<file path="config.mk">
export PLATFORM = sky130hd
export DESIGN_NAME = bond_downsizer
export DESIGN_NICKNAME = d
export VERILOG_FILES = /design/src/rtl/bond_downsizer.sv
export SDC_FILE = /design/constraint.sdc
export NUM_CORES = 1
export LEC_CHECK = 0
export CAP_MARGIN = 20
export CORE_AREA = 2 2 188 190
export CTS_CLUSTER_DIAMETER = 150
export DETAILED_ROUTE_END_ITERATION = 10
export DIE_AREA = 0 0 190 192
export GPL_TIMING_DRIVEN = 0
export MAX_ROUTING_LAYER = met4
export PLACE_DENSITY = 0.67
export SLEW_MARGIN = 0
export SYNTH_ARGS = -nofsm -noshare
export SYNTH_HDL_FRONTEND = slang
export SYNTH_SLANG_ARGS = --single-unit
</file>
<file path="constraint.sdc">
create_clock -name csi_clk -period 14.8 [get_ports csi_clk]
set_input_delay 3.7 -clock csi_clk [delete_from_list [all_inputs] [get_ports csi_clk]]
set_output_delay 3.7 -clock csi_clk [all_outputs]
set_load 0.01 [all_outputs]
</file>
<file path="src/rtl/bond_downsizer.sv">
// rtl/bond_downsizer.sv - 128-bit Avalon-MM burst slave onto one 64-bit DDR master
//
// Purpose:
//   Each 128-bit write beat is issued as two 64-bit master beats (low half first).
//   Each pair of 64-bit read beats is packed back into one 128-bit slave beat.
//   Read bursts are fire-and-forget; responses are packed in arrival order.
//
// Ports:
//   csi_clk, rsi_reset          clock, asynchronous active-high reset
//   avs_slave_*                 128-bit bursting slave (address in 128-bit words)
//   avm_ddr_*                   64-bit bursting master (address in 64-bit words)

module bond_downsizer #(
   parameter int ADDR_W  = 26,
   parameter int BURST_W = 4
) (
   input  logic                csi_clk,
   input  logic                rsi_reset,
   input  logic [ADDR_W-1:0]   avs_slave_address,
   input  logic [15:0]         avs_slave_byteenable,
   input  logic                avs_slave_read,
   output logic [127:0]        avs_slave_readdata,
   output logic                avs_slave_readdatavalid,
   input  logic                avs_slave_write,
   input  logic [127:0]        avs_slave_writedata,
   output logic                avs_slave_waitrequest,
   input  logic [BURST_W-1:0]  avs_slave_burstcount,
   input  logic                avs_slave_beginbursttransfer,
   output logic [ADDR_W:0]     avm_ddr_address,
   output logic [7:0]          avm_ddr_byteenable,
   output logic                avm_ddr_read,
   input  logic [63:0]         avm_ddr_readdata,
   input  logic                avm_ddr_readdatavalid,
   output logic                avm_ddr_write,
   output logic [63:0]         avm_ddr_writedata,
   input  logic                avm_ddr_waitrequest,
   output logic [BURST_W:0]    avm_ddr_burstcount,
   output logic                avm_ddr_beginbursttransfer
);

   typedef enum logic [1:0] {
      IDLE   = 2'd0,
      WR_LO  = 2'd1,
      WR_HI  = 2'd2,
      RD_CMD = 2'd3
   } state_t;

   localparam logic [BURST_W:0] ONE = 1;

   state_t            state_q, state_d;
   logic [ADDR_W:0]   addr_q, addr_d;
   logic [BURST_W:0]  burst_q, burst_d;
   logic [BURST_W:0]  remaining_q, remaining_d;
   logic              first_q, first_d;
   logic              toggle_q, toggle_d;
   logic [63:0]       lo_q, lo_d;
   logic [127:0]      rdata_q, rdata_d;
   logic              rvalid_q, rvalid_d;

   logic              wr_go;
   logic              unused_begin;

   // Burst start is decoded from the IDLE state, so the slave marker is not needed.
   assign unused_begin = avs_slave_beginbursttransfer;

   // A master write beat completes when the slave offers it and DDR is not stalling.
   assign wr_go = avs_slave_write && !avm_ddr_waitrequest;

   always_comb begin
      state_d     = state_q;
      addr_d      = addr_q;
      burst_d     = burst_q;
      remaining_d = remaining_q;
      first_d     = first_q;
      toggle_d    = toggle_q;
      lo_d        = lo_q;
      rdata_d     = rdata_q;
      rvalid_d    = 1'b0;

      case (state_q)
         IDLE: begin
            // Read has priority when both requests appear together.
            if (avs_slave_read) begin
               addr_d  = {avs_slave_address, 1'b0};
               burst_d = {avs_slave_burstcount, 1'b0};
               state_d = RD_CMD;
            end else if (avs_slave_write) begin
               addr_d      = {avs_slave_address, 1'b0};
               burst_d     = {avs_slave_burstcount, 1'b0};
               remaining_d = {avs_slave_burstcount, 1'b0};
               first_d     = 1'b1;
               state_d     = WR_LO;
            end
         end
         WR_LO: begin
            if (wr_go) begin
               first_d     = 1'b0;
               remaining_d = remaining_q - ONE;
               state_d     = WR_HI;
            end
         end
         WR_HI: begin
            if (wr_go) begin
               remaining_d = remaining_q - ONE;
               state_d     = (remaining_q == ONE) ? IDLE : WR_LO;
            end
         end
         RD_CMD: begin
            if (!avm_ddr_waitrequest) begin
               state_d = IDLE;
            end
         end
         default: state_d = IDLE;
      endcase

      // Read packing runs independently of the command FSM.
      if (avm_ddr_readdatavalid) begin
         if (!toggle_q) begin
            lo_d     = avm_ddr_readdata;
            toggle_d = 1'b1;
         end else begin
            rdata_d  = {avm_ddr_readdata, lo_q};
            rvalid_d = 1'b1;
            toggle_d = 1'b0;
         end
      end
   end

   always_ff @(posedge csi_clk or posedge rsi_reset) begin
      if (rsi_reset) begin
         state_q     <= IDLE;
         addr_q      <= '0;
         burst_q     <= '0;
         remaining_q <= '0;
         first_q     <= 1'b0;
         toggle_q    <= 1'b0;
         lo_q        <= '0;
         rdata_q     <= '0;
         rvalid_q    <= 1'b0;
      end else begin
         state_q     <= state_d;
         addr_q      <= addr_d;
         burst_q     <= burst_d;
         remaining_q <= remaining_d;
         first_q     <= first_d;
         toggle_q    <= toggle_d;
         lo_q        <= lo_d;
         rdata_q     <= rdata_d;
         rvalid_q    <= rvalid_d;
      end
   end

   always_comb begin
      avs_slave_waitrequest      = 1'b1;
      avm_ddr_read               = 1'b0;
      avm_ddr_write              = 1'b0;
      avm_ddr_beginbursttransfer = 1'b0;
      avm_ddr_writedata          = avs_slave_writedata[63:0];
      avm_ddr_byteenable         = 8'hFF;

      case (state_q)
         WR_LO: begin
            avm_ddr_write              = avs_slave_write;
            avm_ddr_writedata          = avs_slave_writedata[63:0];
            avm_ddr_byteenable         = avs_slave_byteenable[7:0];
            avm_ddr_beginbursttransfer = first_q && avs_slave_write;
         end
         WR_HI: begin
            // The slave beat is consumed only when its high half goes out.
            avm_ddr_write         = avs_slave_write;
            avm_ddr_writedata     = avs_slave_writedata[127:64];
            avm_ddr_byteenable    = avs_slave_byteenable[15:8];
            avs_slave_waitrequest = !wr_go;
         end
         RD_CMD: begin
            avm_ddr_read               = 1'b1;
            avm_ddr_beginbursttransfer = 1'b1;
            avs_slave_waitrequest      = avm_ddr_waitrequest;
         end
         default: begin
            avs_slave_waitrequest = 1'b1;
         end
      endcase
   end

   assign avm_ddr_address         = addr_q;
   assign avm_ddr_burstcount      = burst_q;
   assign avs_slave_readdata      = rdata_q;
   assign avs_slave_readdatavalid = rvalid_q;

endmodule

</file>
==> flow_results.org, run 1 <==
** Status
- The run finished with clean final reports.

** Logic synthesis
- Yosys warning total :: 0
- Of the total synthesized cell area, the portion taken by AND, OR, NAND and NOR gates is 0.0907.
- For this run, asynchronously set or reset flops after synthesis account for 1.00.
- Synthesized netlist cell count :: 780
- Yosys attributes the largest share of cell area to dfrtp_1, mux2_2, nand2_1.
- Yosys reg bits :: 232
- Multiplexer fraction of the synthesized cell area :: 0.254
- The most used flip-flop cell after synthesis is dfrtp_1.
- The share of the Yosys chip area taken by registers is 0.586.
- Count of flip-flops with a built-in enable after synthesis :: 0
- Compound-Gate Fraction of Synth Area :: 0.0246
- Combinational family with the most area after synthesis :: multiplexers
- Of the total synthesized cell area, the portion taken by full adders, half adders and majority gates is 0.0114.
- Post-synth top area cell :: dfrtp_1
- The average instance in the mapped netlist occupies 12.7 um^2.
- Of the total synthesized cell area, the portion taken by XOR and XNOR cells is 0.000885.
- Total standard cell area after synthesis :: 9900 um^2
- Counting distinct cell types in the post-synthesis netlist gives 41.
- The share of synthesized area in the top cell type comes to 0.586.

** Timing
- Setup WS post-layout :: 5.86 ns
- Headroom to the max-slew limit came out at 0.659.
- Worst hold margin :: 0.468 ns
- Time the final worst path needs with I/O delays and setup :: 8.94 ns
- The number of max-slew violations in the final report came to 0.
- Worst clock skew on the final layout :: 0.0128 ns
- The number of failing hold endpoints at the final stage was 0.
- Of the available clock period, the critical path in the final layout requires 0.604.
- Final number of setup-violating endpoints :: 0
- Slew at the pin closest to its max-slew limit :: 0.512 ns
- Setup repair after global routing left no endpoint under its margin.
- Highest attainable clock frequency :: 112 MHz
- After routing, the total negative slack on setup checks comes to 0 ns.

** Clock network
- Number of buffers on the longest clock path :: 3
- TritonCTS created 26 clock buffers.
- Clock tree synthesis selected as its root buffer the cell clkbuf_16.
- After clock tree synthesis, the flow added hold-fix buffers numbering 0.
- Latest clock arrival within the worst-skew pair :: 0.53 ns
- Clock tree synthesis found a total of 232 sinks.
- TritonCTS built the clock tree.
- Clock-pin transition on the worst setup and hold timing paths :: 0.06 ns
- CTS built an H-tree with a depth of 1.
- In this run the post-CTS setup repair buffer count came out at 0.
- Once the clock tree was built, the resizer swapped 0 gates to a different size.

** Worst setup path
- Setup CP Type :: primary input to output port
- Endpoint class of the critical path :: output port
- Worst setup slack for register-to-register paths :: 12.84 ns
- STA puts the critical path data arrival time at 5.24 ns.
- At the worst endpoint, the required time is 11.10 ns.
- In this run the worst path has a maximum fanout of 8.
- Worst Reg2Reg Path Length in Cells :: 5
- CP startpoint kind :: primary input

** Route
- Drt pass-1 iters :: 5
- In the final routed layout, each cell accounts on average for 21.3 um.
- DRC violations left :: 0
- Via Count :: 8045
- Vias per cell :: 4.55
- The first routing iteration left 277 violations.
- After detailed routing, the total wire length is 37700 um.
- Number of routed nets with antenna violations :: 0

** Die
- Die height :: 192 um
- The floorplan step set the die width to 190 um.
- The total area inside the core boundary comes to 34300 um^2.
- Starting Density :: 0.289
- Row generation in the floorplan step produced 68 rows.
- For this design the top-level I/O count stands at 482.
- The die covers 36500 um^2.

** Global route
- Grt total ovfl :: 0
- Global routing usage summed across all routing layers :: 0.205
- The first global-routing pass estimated 54100 um of wire.
- Entering global routing, the biggest net connects 98 pins.
- The number of antenna violations at the first check in global routing was 10.
- The number of global-route vias before repair came to 8650.

** Layout
- Number of fillers in the final layout :: 3142
- Area growth from synthesis to layout :: 63.8%
- Net count reported at finish :: 1543
- Layout Cell Area excl Fill :: 16200 um^2
- Share of cells above drive strength 1 :: 0.237
- Number of non-filler instances in the completed layout :: 1770
- Area taken by flip-flops and latches :: 5810 um^2
- Summing all multi-input logic gate instances after layout gives 3790 um^2.

** Pwr
- Internal power :: 2.28 mW
- In this run the power spent charging and discharging nets is 1.12 mW.
- The share of total power dissipated in combinational logic is 0.478.
- Part of the power in the clock network :: 0.194
- The share of total power dissipated in sequential elements is 0.327.
- Largest vdd supply drop :: 0.135 mV
- Power density over the cells :: 209 nW/um^2
- Leakage dissipation :: 7.04 nW
- Sw Ratio :: 0.329

** Placement
- At the end of routability-driven placement, the weighted congestion stood at 0.867.
- Prior to clock tree synthesis, the placed netlist has a worst setup slack of 5.88 ns.
- During placement, the flow inserted port buffers numbering 478.
- Dpl hpwl :: 30300 um
- Dpl cell area :: 15300 um^2
- In this run, placement finished with an instance count of 1716.

** Hold path
- The worst hold path was traced through 2 stages.
- The path class of the tightest hold or removal check is flip-flop to flip-flop.

** Run
- Max-cap violations :: 0
-- cell usage in the layout (no fill, tap or decap), types with 4 or more instances in the layout --
| master | n |
|---|---|
| o21ai_0 | 4 |
| clkbuf_1 | 8 |
| buf_2 | 27 |
| inv_1 | 9 |
| nor2b_1 | 4 |
| nand2_1 | 200 |
| diode_2 | 7 |
| nor2_1 | 5 |
| buf_6 | 4 |
| nand2b_1 | 4 |
| clkinv_2 | 5 |
| clkdlybuf4s50_1 | 478 |
| clkbuf_16 | 26 |
| ha_1 | 9 |
| a221o_1 | 8 |
| mux2_2 | 220 |
| a21oi_1 | 6 |
| nand3_1 | 5 |
| buf_4 | 11 |
| clkbuf_8 | 5 |
| dfrtp_1 | 232 |
-- final timing paths --
kind,from,endpoint
worst min-delay path,lo_q[54]$_DFFE_PP0P_,lo_q[54]$_DFFE_PP0P_
max in group asynchronous,rsi_reset,remaining_q[4]$_DFFE_PP0P_
worst max-delay path,avs_slave_write,avs_slave_waitrequest
min in group asynchronous,rsi_reset,avs_slave_readdata[95]$_DFFE_PP0P_
worst max register to register,state_q[0]$_DFFE_PP0P_,avm_ddr_address[1]$_DFFE_PP0P_
worst min register to register,lo_q[54]$_DFFE_PP0P_,lo_q[54]$_DFFE_PP0P_
-- power by group through the flow --
stage	registers, mW	clock network, mW	logic (mW)
2_1_floorplan	1.20	0	0.671
3_3_place_gp	1.10	0	1.62
4_1_cts	1.11	0.680	1.65
6_report	1.11	0.660	1.62
3_5_place_dp	1.12	0	1.64
5_1_grt	1.15	0.706	1.74
-- cells in the mapped netlist, types with 2 or more instances --
library cell  count
a211oi_1          2
a21oi_1           6
a221o_1           8
buf_2            27
buf_4            11
buf_6             4
dfrtp_1         232
ha_1              9
inv_1            10
mux2_2          220
mux2i_1           3
nand2_1         200
nand2b_1          4
nand3_1           5
nor2_1            5
nor2b_1           4
o21ai_0           4
o22ai_1           3
-- layout make-up --
| class | count | share of cell area |
|---|---|---|
| clock buffers | 38 | 0.0460 |
| multi-input cells | 495 | 0.234 |
| clock inverters | 9 | 0.00810 |
| plain buffers | 43 | 0.0164 |
| well taps | 455 | 0.0351 |
| diodes | 7 | 0.00108 |
| inverters | 11 | 0.00316 |
| repair buffers | 480 | 0.298 |
| flip-flops and latches | 232 | 0.358 |
-- metrics by stage --
step,utilization,total power [mW]
after global routing,0.473,3.59
after floorplan,-,1.87
after detailed placement,0.447,2.76
final,0.473,3.40
after CTS,0.472,3.44
after global placement,0.445,2.72
-- kinds of logic after synthesis --
family	Yosys count
other cells	1
buf+inv	54
mux	224
flops	232
compound gates	33
fa+ha+maj	9
simple gates	226
xor+xnor	1
-- state kept, by name, summed over array words and instances, names as in the netlist --
signal / cells
avm_ddr_address: 26
avm_ddr_burstcount: 4
avs_slave_readdata: 128
avs_slave_readdatavalid: 1
first_q: 1
lo_q: 64
remaining_q: 5
state_q: 2
toggle_q: 1
-- worst max-delay path, stage by stage --
cell and delay [ns]:
clkdlybuf4s50_1 0.65, mux2i_1 0.12, or2_2 0.28, clkdlybuf4s50_1 0.49
-- layer usage --
metal	routed length [um]	GRT usage	vias to the layer above	part of all wire
li1	-	-	3677	-
met1	12800	0.201	3972	0.34
met2	19800	0.366	325	0.52
met3	3090	0.0603	71	0.082
met4	2010	0.112	0	0.053
met5	0	-	-	0
Power figures use the tool's default switching activity.
==> run 2: changes to the inputs <==
--- a/config.mk
+++ b/config.mk
@@ -6,10 +6,10 @@
 export NUM_CORES = 1
 export LEC_CHECK = 0
 export CAP_MARGIN = 20
-export CORE_AREA = 2 2 188 190
+export CORE_AREA = 2 2 189 191
 export CTS_CLUSTER_DIAMETER = 150
 export DETAILED_ROUTE_END_ITERATION = 10
-export DIE_AREA = 0 0 190 192
+export DIE_AREA = 0 0 191 193
 export GPL_TIMING_DRIVEN = 0
 export MAX_ROUTING_LAYER = met4
 export PLACE_DENSITY = 0.67
==> constraint.sdc (replaced) <==
create_clock -name csi_clk -period 8.9 [get_ports csi_clk]
set_input_delay 2.225 -clock csi_clk [delete_from_list [all_inputs] [get_ports csi_clk]]
set_output_delay 2.225 -clock csi_clk [all_outputs]
set_load 0.01 [all_outputs]
==> flow_results.org, run 2 (synthesis results as in run 1) <==
** Clock network
- TritonCTS built the clock tree.
- The number of sinks on the clock net is 232 (unchanged).
- Cts bufs inserted :: 27 (+3.8%)
- Latest clock arrival within the worst-skew pair :: 0.53 ns (about the same)
- Post-CTS setup buffer count :: 0 (unchanged)
- Number of gates resized after cts :: 0 (unchanged)
- The clock transition at the register clock pins on the worst setup and hold paths after CTS came to 0.05 ns (about the same).
- The total number of H-tree levels was 1 (unchanged).
- Post-CTS Hold Buffers :: 0 (unchanged)
- In this run the clock root is driven by a clkbuf_16.
- The buffer levels on the longest clock path is 3 (unchanged).

** Timing
- Setup WS post-layout :: 2.90 ns (-2.96 ns)
- Worst clock skew on the final layout :: 0.0102 ns (-0.00263 ns)
- Slew Viols, Final :: 0 (unchanged)
- The number of failing hold endpoints at the final stage is 0 (unchanged).
- Time the final worst path needs with I/O delays and setup :: 6.00 ns
- Highest attainable clock frequency :: 167 MHz
- Setup repair after global routing left no endpoint under its margin.
- The count of final setup violators is 0 (unchanged).
- The slew at the pin with the worst max-slew slack came to 0.757 ns (+0.245 ns).
- Period utilization :: 0.674
- Worst-case headroom to the max-slew limit :: 0.496 (-0.163)

** Placement
- The post-detailed-placement half-perimeter wirelength was 28400 um (-6.3%).
- The count of input and output buffers is 478 (unchanged).
- The final weighted congestion in routability-driven placement was 0.897 (+3.5%).
- The area of placed instances is 15300 um^2 (-0.13%).
- The worst-case setup slack after placement was 2.91 ns (-2.97 ns).

** Pwr
- The power per standard cell area is 349 nW/um^2 (+67%).
- The leakage power came to 7.04 nW (+0.13%).
- Internal power :: 3.83 mW (+68%)
- Sequential power share :: 0.325 (-0.002)
- Combinational cell fraction of total power :: 0.474 (-0.004)
- The clock power share is 0.202 (+0.008).
- Largest vdd supply drop :: 0.170 mV (+25%)
- The switching share of total power came to 0.325 (-0.00414).
- Net Sw Power :: 1.84 mW (+65%)

** Layout
- Layout Cell Area excl Fill :: 16200 um^2 (+0.18%)
- Leaving out fill and tap cells, the most frequent cells in the layout are clkdlybuf4s50_1, dfrtp_1, mux2_2.
- Area growth from synthesis to layout :: 64.1%
- Number of flip-flops in the largest register :: 128 (unchanged)
- Leaving out fill and tap cells, the most frequent cell in the layout is clkdlybuf4s50_1.
- Share of cells above drive strength 1 :: 0.238 (+0.000946)
- The number of nets at the end of the flow came to 1543 (unchanged).

** Die
- The die width was 191 um (+0.53%).
- The area of the die came to 36900 um^2 (+1.0%).
- The count of pins on the block boundary came to 482 (unchanged).
- The count of standard-cell rows was 69 (+1.5%).
- Area of the placeable core :: 35000 um^2 (+2.0%)
- Starting Density :: 0.283 (-0.00559)
- Die height :: 193 um (+0.52%)

** Route
- The post-detailed-routing wire length was 35800 um (-5.0%).
- The number of remaining DRC errors is 0 (unchanged).
- Detailed router's first-iteration violation count :: 181 (-35%)
- The total iterations of the first detailed-routing run was 4 (-1).
- The count of antenna-violating nets left after detailed routing came to 0 (unchanged).
- Via Count :: 7929 (-1.4%)
- The per-cell via count in the routed design came to 4.46 (-1.8%).
- Wire length per cell after detailed routing :: 20.2 um (-5.3%)

** Global route
- Vias in the first global route :: 8262 (-4.5%)
- The remaining global-route overflow is 0 (unchanged).
- Antenna violations before repair :: 13 (+3)
- Pin count of the biggest net entering global routing :: 131 (+34%)
- Global routing usage summed across all routing layers :: 0.190 (-0.0152)
- Global-route wire length before repair :: 51000 um (-5.7%)

** Run
- Max-cap violations :: 0 (unchanged)

** Status
- Status :: complete, no violations

** Hold path
- In this run the most critical hold path is launched from lo_q[62]$_DFFE_PP0P_.
- The path with the worst hold slack has its endpoint at lo_q[62]$_DFFE_PP0P_.
- Worst Hold Depth :: 2 (unchanged)
- Type of the worst min-delay path :: flip-flop to flip-flop

** Worst setup path
- The startpoint identified for the worst register-to-register timing path is state_q[0]$_DFFE_PP0P_.
- Peak fanout along the critical path :: 8 (unchanged)
- Cell type of the slowest stage on the worst timing path :: clkdlybuf4s50_1
- The endpoint identified for the worst register-to-register timing path is avm_ddr_address[1]$_DFFE_PP0P_.
- Worst Reg2Reg Path Length in Cells :: 5 (unchanged)
- In this design, the critical path's most frequently occurring cell is clkdlybuf4s50_1.
- The signal on the critical path passes through clkdlybuf4s50_1 > mux2i_1 > or2_2 > clkdlybuf4s50_1.
- The maximum single-stage delay on the critical path is 0.64 ns (about the same).
- The data arrival time of the worst path was 3.78 ns (-1.46 ns).
- CP startpoint kind :: primary input
- Setup CP Type :: primary input to output port
- Endpoint class of the critical path :: output port
- Worst setup slack for register-to-register paths :: 6.96 ns (-5.88 ns)
- The data required time at the worst endpoint came to 6.68 ns (-4.42 ns).
[run 2: worst max-delay path: cells and delay by family]
family	cells	cell delay, ns
muxes	1	0.11
buffers and inverters	2	1.16
and+or+nand+nor	1	0.28
[run 2: how the worst max path moves through the flow]
stage	start	end	slack [ns]	depth (start not counted)
after floorplan	rsi_reset	avm_ddr_address[10]$_DFFE_PP0P_	0.31	1
after global placement	rsi_reset	avs_slave_readdata[8]$_DFFE_PP0P_	-2.92	2
after detailed placement	avs_slave_write	avs_slave_waitrequest	2.91	4
after CTS	avs_slave_write	avs_slave_waitrequest	2.90	4
after global routing	avs_slave_write	avs_slave_waitrequest	2.83	4
final	avs_slave_write	avs_slave_waitrequest	2.90	4
[run 2: final cells by class]
cell class / instances / area, um^2
fill: 3248 / 18700
sequential: 232 / 5810
timing repair buffer: 479 / 4810
multi-input combinational: 495 / 3790
clock buffer: 40 / 805
tap: 461 / 577
buffer: 43 / 267
clock inverter: 7 / 118
inverter: 11 / 51.3
antenna: 9 / 22.5
[run 2: metrics by stage]
step	std cells	setup TNS [ns]	total power [mW]	hold slack, ns	utilization
finish	1777	0	5.67	0.466	0.465
global placement	1720	-666.37	4.52	0.453	0.437
floorplan	781	0	3.11	0.440	-
global route	1777	0	6.00	0.491	0.465
CTS	1768	0	5.75	0.471	0.464
detailed placement	1721	0	4.57	0.457	0.438
[run 2: routing by layer]
metal	track usage	wire, um	part of all wire	up-vias
li1	-	-	-	3674
met4	0.0823	1360	0.038	0
met2	0.337	18800	0.52	322
met5	-	0	0	-
met3	0.0516	3080	0.086	51
met1	0.199	12600	0.35	3882
[run 2: power by group through the flow]
stage          combinational, mW  sequential [mW]  clock [mW]
6_report                    2.69             1.84        1.14
3_5_place_dp                2.71             1.86           0
3_3_place_gp                2.69             1.83           0
2_1_floorplan               1.12             1.99           0
4_1_cts                     2.73             1.85        1.18
5_1_grt                     2.87             1.91        1.22
==> run 3: changes to the inputs <==
==> constraint.sdc (replaced) <==
create_clock -name csi_clk -period 5.9 [get_ports csi_clk]
set_input_delay 1.475 -clock csi_clk [delete_from_list [all_inputs] [get_ports csi_clk]]
set_output_delay 1.475 -clock csi_clk [all_outputs]
set_load 0.01 [all_outputs]
==> flow_results.org, run 3 (synthesis results as in run 1) <==
** Clock network
- CTS tree :: yes
- Post-CTS Hold Buffers :: 0 (unchanged)
- Post-CTS setup buffer count :: 0 (unchanged)
- Sink count of the clock tree :: 232 (unchanged)
- The tree is rooted in a clkbuf_16.
- The buffer levels on the longest clock path came to 3 (unchanged).
- The number of CTS-inserted buffers came to 26 (-3.7%).
- The clock transition at the register clock pins on the worst setup and hold paths after CTS was 0.06 ns (about the same).
- Latest clock arrival within the worst-skew pair :: 0.52 ns (about the same)
- The number of instances resized during post-cts repair came to 0 (unchanged).
- The total number of H-tree levels was 1 (unchanged).

** Layout
- The number of flip-flops in the largest register was 128 (unchanged).
- The fraction of final layout cells with drive strength greater than 1 came to 0.241 (+0.00290).
- Layout Cell Area excl Fill :: 16300 um^2 (+0.42%)
- The final standard cell count with taps included and fillers excluded was 1778 (+0.056%).
- Net count reported at finish :: 1547 (+0.26%)
- The final cell utilization of the core came to 0.467 (+0.00193).
- The number of fill cells was 3214 (-1.0%).
- Area growth from synthesis to layout :: 64.8%
- Top library cells by usage in the layout, fill and taps aside :: clkdlybuf4s50_1, dfrtp_1, mux2_2
- Commonest non-fill, non-tap cell in the layout :: clkdlybuf4s50_1

** Route
- Detailed router's first-iteration violation count :: 271 (+50%)
- The count of antenna-violating nets left after detailed routing came to 0 (unchanged).
- DRC violations left :: 0 (unchanged)
- The met3 layer wire length in the routed design is 3080 um (about the same).
- The routed length on met2 is 20000 um (+6.2%).
- Total routed wirelength :: 37400 um (+4.3%)
- Wire length per cell after detailed routing :: 21.0 um (+4.3%)
- The detailed-routing wirelength on met1 is 13000 um (+3.4%).
- Vias per cell :: 4.47 (about the same)
- Uppermost metal layer occupied by signal nets :: met4
- Drt pass-1 iters :: 4 (unchanged)
- The number of vias after detailed routing came to 7940 (+0.14%).

** Die
- Io pins :: 482 (unchanged)
- The area of the die came to 36900 um^2 (unchanged).
- Starting Density :: 0.283 (unchanged)
- Row cnt :: 69 (unchanged)
- The die width came to 191 um (unchanged).
- The height of the die came to 193 um (unchanged).
- The floorplan core area was 35000 um^2 (unchanged).

** Timing
- Time the final worst path needs with I/O delays and setup :: 4.49 ns
- The number of failing hold endpoints at the final stage was 0 (unchanged).
- Worst clock skew on the final layout :: 0.00827 ns (-0.00188 ns)
- Worst-case headroom to the max-slew limit :: 0.555 (+0.0590)
- The number of max-slew violations in the final report came to 0 (unchanged).
- The setup slack after layout was 1.41 ns (-1.49 ns).
- Period utilization :: 0.761
- Slew at the pin closest to its max-slew limit :: 0.667 ns (-0.0899 ns)
- Setup repair after global routing left no endpoint under its margin.
- Highest attainable clock frequency :: 223 MHz
- The count of final setup violators is 0 (unchanged).

** Worst setup path
- Endpoint of the lowest-slack register-to-register path :: avm_ddr_address[3]$_DFFE_PP0P_
- Worst setup slack for register-to-register paths :: 3.97 ns (-2.99 ns)
- The critical path in this run is classified as primary input to output port.
- Crit path arrival time :: 3.01 ns (-0.77 ns)
- Peak fanout along the critical path :: 8 (unchanged)
- Data required, critical path :: 4.43 ns (-2.25 ns)
- STA classifies the critical path startpoint as a primary input.
- Worst Reg2Reg Path Length in Cells :: 5 (unchanged)
- Endpoint class of the critical path :: output port
- Launch instance of the worst register-to-register path :: state_q[0]$_DFFE_PP0P_

** Hold path
- The worst hold path stage count came to 2 (unchanged).
- The min-delay analysis places its worst path in the category flip-flop to flip-flop.
- The startpoint identified for the worst hold timing path is lo_q[47]$_DFFE_PP0P_.
- For hold timing, the worst endpoint is lo_q[47]$_DFFE_PP0P_.

** Placement
- Dpl cell area :: 15400 um^2 (+0.58%)
- Dpl hpwl :: 30100 um (+6.3%)
- The number of cells after detailed placement was 1726 (+0.29%).
- Post-Place Setup Slack :: 1.45 ns (-1.46 ns)
- The final weighted congestion in routability-driven placement came to 0.877 (-2.2%).
- Port-buffer cells :: 478 (unchanged)

** Pwr
- The leakage power is 7.08 nW (+0.44%).
- The maximum vdd ir drop came to 0.295 mV (+74%).
- The power per standard cell area came to 527 nW/um^2 (+51%).

** Global route
- Pin count of the biggest net entering global routing :: 42 (-68%)
- The global-route wire length before repair was 52600 um (+3.1%).
- The remaining global-route overflow is 0 (unchanged).
- Antenna violations before repair :: 6 (-7)
- The number of global-route vias before repair came to 8261 (-0.012%).
- Global routing usage summed across all routing layers :: 0.199 (+0.00886)

** Status
- The flow ran to the end, and the final reports show no timing, DRC or antenna violations.

** Run
- Max-cap violations :: 0 (unchanged)
==> run 3: changes by cell type in the layout (fill, tap and decap cells not counted), sizes merged <==
cell	delta
clkbuf	-4
clkinv	+2
buf	+5
inv	-1
bufinv	+1
clkinvlp	+2
diode	-4
==> run 3: worst max path at each step <==
stage / from / to / slack (ns)
after detailed placement: avs_slave_write / avs_slave_waitrequest / 1.45
after global routing: state_q[0]$_DFFE_PP0P_ / avm_ddr_writedata[33] / 1.34
after floorplan: rsi_reset / avm_ddr_address[10]$_DFFE_PP0P_ / 1.39
after CTS: state_q[0]$_DFFE_PP0P_ / avm_ddr_writedata[33] / 1.41
final: avs_slave_write / avs_slave_waitrequest / 1.41
after global placement: rsi_reset / avs_slave_readdata[65]$_DFFE_PP0P_ / -0.54
==> run 3: worst max-delay path, cell delays in order <==
cell             delay [ns]
clkdlybuf4s50_1        0.66
mux2i_1                0.11
or2_2                  0.28
clkdlybuf4s50_1        0.48
==> run 3: where the power goes <==
part	switching, mW	total [mW]	internal, mW
sequential	0.407	2.79	2.38
combinational	1.76	4.09	2.34
clock	0.657	1.72	1.06
total	2.82	8.59	5.77
==> run 3: area by class of cell <==
cell class / count / area [um^2] / area share
diodes: 5 / 12.5 / 0.000767
plain buffers: 43 / 267 / 0.0163
clock buffers: 36 / 749 / 0.0459
clock inverters: 11 / 161 / 0.00989
inverters: 11 / 47.5 / 0.00291
multi-input cells: 495 / 3790 / 0.232
flip-flops and latches: 232 / 5810 / 0.356
well taps: 461 / 577 / 0.0354
repair buffers: 484 / 4900 / 0.301
==> run 3: stage by stage <==
| step | setup TNS (ns) | total power [mW] | hold slack [ns] |
|---|---|---|---|
| CTS | 0 | 8.72 | 0.471 |
| global route | 0 | 9.10 | 0.483 |
| finish | 0 | 8.59 | 0.470 |
| global placement | -113.95 | 6.86 | 0.452 |
| floorplan | 0 | 4.69 | 0.440 |
| detailed placement | 0 | 6.95 | 0.457 |
==> run 3: per-layer routing <==
metal  track usage  up-vias
li1              -     3678
met1         0.203     3928
met2         0.355      286
met3        0.0557       48
met4        0.0897        0
met5             -        -
